<file path="src/rtl/regfile_dump.sv">
//----------------------------------------------------------------------------
// regfile_dump
//   Sequential reader for the 32 x 32-bit register file. A start pulse walks
//   the shared read port from FIRST_REG to LAST_REG and streams each word out
//   as an (address, data) beat on a valid/ready interface.
//
//   Optional feature: define REGDUMP_CHECKSUM_EN to append a checksum beat
//   (out_addr=0, out_data=XOR of all dumped words, out_last=1).
//
// Parameters
//   FIRST_REG    first register index dumped (0..31)
//   LAST_REG     last register index dumped (FIRST_REG..31)
//
// Ports
//   clk          clock, rising edge
//   reset        asynchronous active-high reset
//   start        dump request, sampled only while idle
//   busy         high from the cycle after start is accepted until done
//   done         one-cycle pulse after the final beat handshakes
//   rf_read_reg  register file read address (0 while idle)
//   rf_read_data register file read data (combinational, same cycle)
//   out_valid    beat valid
//   out_ready    downstream accept
//   out_addr     register index of the current beat
//   out_data     register contents of the current beat
//   out_last     final beat of the dump
//----------------------------------------------------------------------------
`timescale 1ns/1ps

module regfile_dump #(
  parameter int unsigned FIRST_REG = 0,
  parameter int unsigned LAST_REG  = 31
) (
  input  logic        clk,
  input  logic        reset,
  input  logic        start,
  output logic        busy,
  output logic        done,
  output logic [4:0]  rf_read_reg,
  input  logic [31:0] rf_read_data,
  output logic        out_valid,
  input  logic        out_ready,
  output logic [4:0]  out_addr,
  output logic [31:0] out_data,
  output logic        out_last
);

  localparam logic [4:0] FIRST_A = 5'(FIRST_REG);
  localparam logic [4:0] LAST_A  = 5'(LAST_REG);

  typedef enum logic [2:0] {
    S_IDLE,
    S_READ,
    S_HOLD,
`ifdef REGDUMP_CHECKSUM_EN
    S_CSUM,
`endif
    S_DONE
  } state_t;

  state_t     r_state;
  logic [4:0] r_ptr;
`ifdef REGDUMP_CHECKSUM_EN
  logic [31:0] r_csum;
`endif

  logic w_hs;
  logic w_at_last;

  assign w_hs      = out_valid & out_ready;
  assign w_at_last = (r_ptr == LAST_A);

  // rf_read_reg is kept as its own register that tracks r_ptr outside IDLE,
  // so the read address is glitch-free and still 0 while idle.
  always_ff @(posedge clk or posedge reset) begin
    if (reset) begin
      r_state     <= S_IDLE;
      r_ptr       <= FIRST_A;
      busy        <= 1'b0;
      done        <= 1'b0;
      rf_read_reg <= '0;
      out_valid   <= 1'b0;
      out_addr    <= '0;
      out_data    <= '0;
      out_last    <= 1'b0;
`ifdef REGDUMP_CHECKSUM_EN
      r_csum      <= '0;
`endif
    end else begin
      case (r_state)
        S_IDLE: begin
          if (start) begin
            r_ptr       <= FIRST_A;
            rf_read_reg <= FIRST_A;
            busy        <= 1'b1;
`ifdef REGDUMP_CHECKSUM_EN
            r_csum      <= '0;
`endif
            r_state     <= S_READ;
          end
        end

        S_READ: begin
          out_data  <= rf_read_data;
          out_addr  <= r_ptr;
`ifdef REGDUMP_CHECKSUM_EN
          out_last  <= 1'b0;
          r_csum    <= r_csum ^ rf_read_data;
`else
          out_last  <= w_at_last;
`endif
          out_valid <= 1'b1;
          r_state   <= S_HOLD;
        end

        S_HOLD: begin
          if (w_hs) begin
            if (!w_at_last) begin
              r_ptr       <= r_ptr + 5'd1;
              rf_read_reg <= r_ptr + 5'd1;
              out_valid   <= 1'b0;
              r_state     <= S_READ;
            end else begin
`ifdef REGDUMP_CHECKSUM_EN
              // Checksum beat is loaded straight from HOLD; out_valid stays high.
              out_addr  <= '0;
              out_data  <= r_csum;
              out_last  <= 1'b1;
              r_state   <= S_CSUM;
`else
              out_valid <= 1'b0;
              done      <= 1'b1;
              r_state   <= S_DONE;
`endif
            end
          end
        end

`ifdef REGDUMP_CHECKSUM_EN
        S_CSUM: begin
          if (w_hs) begin
            out_valid <= 1'b0;
            done      <= 1'b1;
            r_state   <= S_DONE;
          end
        end
`endif

        S_DONE: begin
          done        <= 1'b0;
          busy        <= 1'b0;
          rf_read_reg <= '0;
          r_state     <= S_IDLE;
        end

        default: begin
          r_state <= S_IDLE;
        end
      endcase
    end
  end

endmodule
</file>
<file path="config.mk">
export PLATFORM = sky130hd
export DESIGN_NAME = regfile_dump
export DESIGN_NICKNAME = d
export VERILOG_FILES = /design/src/rtl/regfile_dump.sv
export SDC_FILE = /design/constraint.sdc
export NUM_CORES = 1
export LEC_CHECK = 0
export CORE_ASPECT_RATIO = 0.5
export CORE_UTILIZATION = 47
export DETAILED_ROUTE_END_ITERATION = 10
export HOLD_SLACK_MARGIN = 0.06
export PLACE_DENSITY_LB_ADDON = 0.3
export SYNTH_ARGS = -nofsm -noshare
export SYNTH_HDL_FRONTEND = slang
export SYNTH_SLANG_ARGS = --single-unit
</file>
<file path="constraint.sdc">
create_clock -name clk -period 3.2 [get_ports clk]
set_clock_uncertainty 0.15 [all_clocks]
set_input_delay 0.48 -clock clk [delete_from_list [all_inputs] [get_ports clk]]
set_output_delay 0.48 -clock clk [all_outputs]
set_load 0.005 [all_outputs]
</file>
==> flow_metrics.py <==
metrics = {
    "timing": {
        "finalCritPeriodShare_pct": 66.4,
        "slew_viol_final": 0,
        "hold_violations": 0,
        "max_clock_freq_mhz": 471,
        "holdWs_ns": 0.262,
        "grt_setup_unrepaired": "no",
        "finalCriticalPeriod_ns": 2.12,
        "layout_setup_ws_ns": 1.08,
        "max-slew-margin-rel_pct": 69.3,
        "worst_pin_slew_ns": 0.460,
        "setup-tns-final_ns": 0,
        "setup_viol": 0,
    },
    "setup_path": {
        "rr_startpoint": "r_ptr[0]$_DFFE_PP0P_",
        "worstSetupEndpointType": "register",
        "rr_worst_depth": 6,
        "required_ns": 3.23,
        "rrSetupSlack_ns": 1.08,
        "criticalPathCategory": "reg -> reg",
        "startpoint_type": "register",
        "cp_max_fo": 7,
        "reg2reg_to": "r_ptr[0]$_DFFE_PP0P_",
        "arrival_ns": 2.15,
    },
    "yosys": {
        "synth_edf_count": 0,
        "synth_top_area_share_pct": 61.2,
        "synth-warning-count": 0,
        "synth.yosys.seq_area_share_pct": 61.2,
        "netlist_area_mm2": 0.00217,
        "synthMostInstantiatedCell": "dfrtp_1",
        "synth_nets": 176,
        "postSynth.asyncResetShare_pct": 100,
        "synth_area_leaders": "dfrtp_1, mux2_2, mux2_4, a22o_1, buf_6",
        "yosys-top-cells-count": "dfrtp_1, mux2_2, mux2_4, a22o_1",
        "synth_area_per_cell_um2": 15.7,
        "synth_cell_types": 32,
        "netlist.top_cell.by_area": "dfrtp_1",
        "ys.flop_type": "dfrtp_1",
        "ys_seq_elements": 53,
        "synthCells": 138,
    },
    "finish": {
        "final.fill_count": 309,
        "drive_gt1_share_pct": 23.8,
        "nets": 261,
        "final_cells": 280,
        "ff_latch_area_mm2": 0.00133,
        "largest_register_ffs": 32,
        "multi_input_area_um2": 762,
        "diodes": 0,
        "top_register": "out_data",
        "syn2layout_area_growth_pct": 42.5,
    },
    "placed_design": {
        "dp_worst_setup_slack_ns": 1.11,
        "place_hpwl_mm": 3.15,
        "placed_cells": 273,
        "gp_congestion": 0.796,
        "portBuffers": 81,
    },
    "clock_network": {
        "clk_path_buf_depth": 2,
        "cts_resized": 0,
        "cts.sinks": 53,
        "root_buffer": "clkbuf_8",
        "clk_pin_slew_ns": 0.09,
        "cts_buffers": 5,
        "post_cts_buffers": 0,
        "ctsHtreeMaxLevel": 2,
        "clock_latency_ns": 0.29,
        "cts_hold_buf": 0,
        "cts_tree": "built",
    },
    "floorplanning": {
        "row_count": 17,
        "dieArea_mm2": 0.00491,
        "start_util_pct": 49.2,
        "core-area_mm2": 0.00440,
        "die_x_um": 98.1,
        "die_y_um": 50.0,
        "boundaryPins": 82,
    },
    "pwr": {
        "ir_drop_uv": 372,
        "power_density_mw_per_mm2": 854,
        "power.share.clock_pct": 14.0,
        "p_comb_share_pct": 43.9,
        "p_leak_nw": 1.36,
        "intPower_mw": 1.89,
        "power_switching_mw": 0.744,
        "p_seq_share_pct": 42.2,
        "switching_share_pct": 28.2,
        "p_total_mw": 2.64,
    },
    "global_route": {
        "grt_max_degree": 29,
        "grt_pass1_wl_mm": 7.33,
        "grt_overflow_total": 0,
        "grt_pass1_vias": 1456,
        "grtUsageTotal_pct": 19.6,
        "antenna_found_initial": 0,
    },
    "route": {
        "dr.pass1.iters": 7,
        "final_antenna_net_count": 0,
        "num_vias": 1392,
        "viasPerCell": 4.97,
        "wirelength_mm": 4.34,
        "remaining_drc_errors": 5,
        "drt-initial-drc-count": 38,
        "routedWlPerCell_um": 15.5,
    },
    "min_path": {
        "min_path_type": "in -> async",
    },
    "run_status": {
        "violations": "DRC",
        "status": "finished with violations",
    },
    "job": {
        "max_cap_violations": 0,
    },
}
## through the flow
step	utilization, %	area, um2
after floorplan	-	2170
after global placement	68.2	3000
after detailed placement	68.2	3000
after CTS	70.2	3090
after global routing	70.2	3090
final	70.2	3090
## power groups by stage
stage          registers (mW)  clock network (mW)  logic [mW]
5_1_grt                  1.15               0.413        1.25
4_1_cts                  1.12               0.379        1.17
3_5_place_dp             1.12                   0        1.16
6_report                 1.11               0.368        1.16
2_1_floorplan            1.10                   0       0.624
3_3_place_gp             1.10                   0        1.14
## worst max-delay path: stages (launching register included)
cell and delay, ns:
dfrtp_1 0.44, ha_1 0.25, and3_1 0.18, ha_1 0.26
nand4b_1 0.20, a21o_1 0.25, mux2_2 0.28
## routing by layer
layer	GRT usage [%]	wire length, um	vias up
met4	5.30	24	0
met1	26.6	2020	685
met5	0	0	-
li1	-	-	660
met2	31.7	2050	45
met3	4.82	241	2
## kinds of logic (layout without fill, tap and decap cells)
| family | Yosys count | count (layout) | share of synthesized area, % |
|---|---|---|---|
| AO/OA/AOI/OAI | 18 | 18 | 6.40 |
| XOR/XNOR | 2 | 2 | 0.808 |
| flip-flops | 53 | 53 | 61.2 |
| multiplexers | 39 | 39 | 21.8 |
| adder cells (fa/ha/maj) | 2 | 2 | 1.15 |
| AND/OR/NAND/NOR | 15 | 15 | 4.96 |
| buffers and inverters | 9 | 94 | 3.69 |
## placed cells by master (no fill, tap or decap), drive strengths merged
cell type | netlist | final
clkdlybuf4s50 | 0 | 81
and3 | 1 | 1
a21oi | 3 | 3
xor2 | 1 | 1
nand2 | 1 | 1
nand3 | 2 | 2
nor2b | 2 | 2
o21ai | 1 | 1
nand4b | 1 | 1
or3 | 1 | 1
nor4 | 1 | 1
inv | 3 | 3
o2bb2ai | 3 | 3
and3b | 1 | 1
nand2b | 2 | 2
nor2 | 2 | 2
o21bai | 1 | 1
a21o | 3 | 3
clkbuf | 0 | 7
dfrtp | 53 | 53
buf | 6 | 3
a41oi | 1 | 1
o22ai | 2 | 2
a22o | 4 | 4
xnor2 | 1 | 1
nor3 | 1 | 1
ha | 2 | 2
mux2 | 39 | 39
## area by class of cell
cell class / instances / share of cell area (%)
clock buffer: 7 / 2.79
timing repair buffer: 84 / 27.0
tap: 57 / 2.31
inverter: 3 / 0.364
sequential: 53 / 42.9
multi-input combinational: 76 / 24.7
## worst max path at each step
| stage | startpoint | slack (ns) | depth (start not counted) | endpoint |
|---|---|---|---|---|
| 2_1_floorplan | r_ptr[0]$_DFFE_PP0P_ | 1.25 | 6 | r_ptr[0]$_DFFE_PP0P_ |
| 4_1_cts | r_state[0]$_DFFE_PP0P_ | 1.09 | 3 | out_data[12]$_DFFE_PP0P_ |
| 3_3_place_gp | r_state[0]$_DFFE_PP0P_ | 1.17 | 3 | out_data[2]$_DFFE_PP0P_ |
| 5_1_grt | r_state[0]$_DFFE_PP0P_ | 1.01 | 3 | out_data[12]$_DFFE_PP0P_ |
| 3_5_place_dp | r_state[0]$_DFFE_PP0P_ | 1.11 | 3 | out_data[12]$_DFFE_PP0P_ |
| 6_report | r_ptr[0]$_DFFE_PP0P_ | 1.08 | 6 | r_ptr[0]$_DFFE_PP0P_ |
No activity file was read; power rests on OpenSTA's default activity.
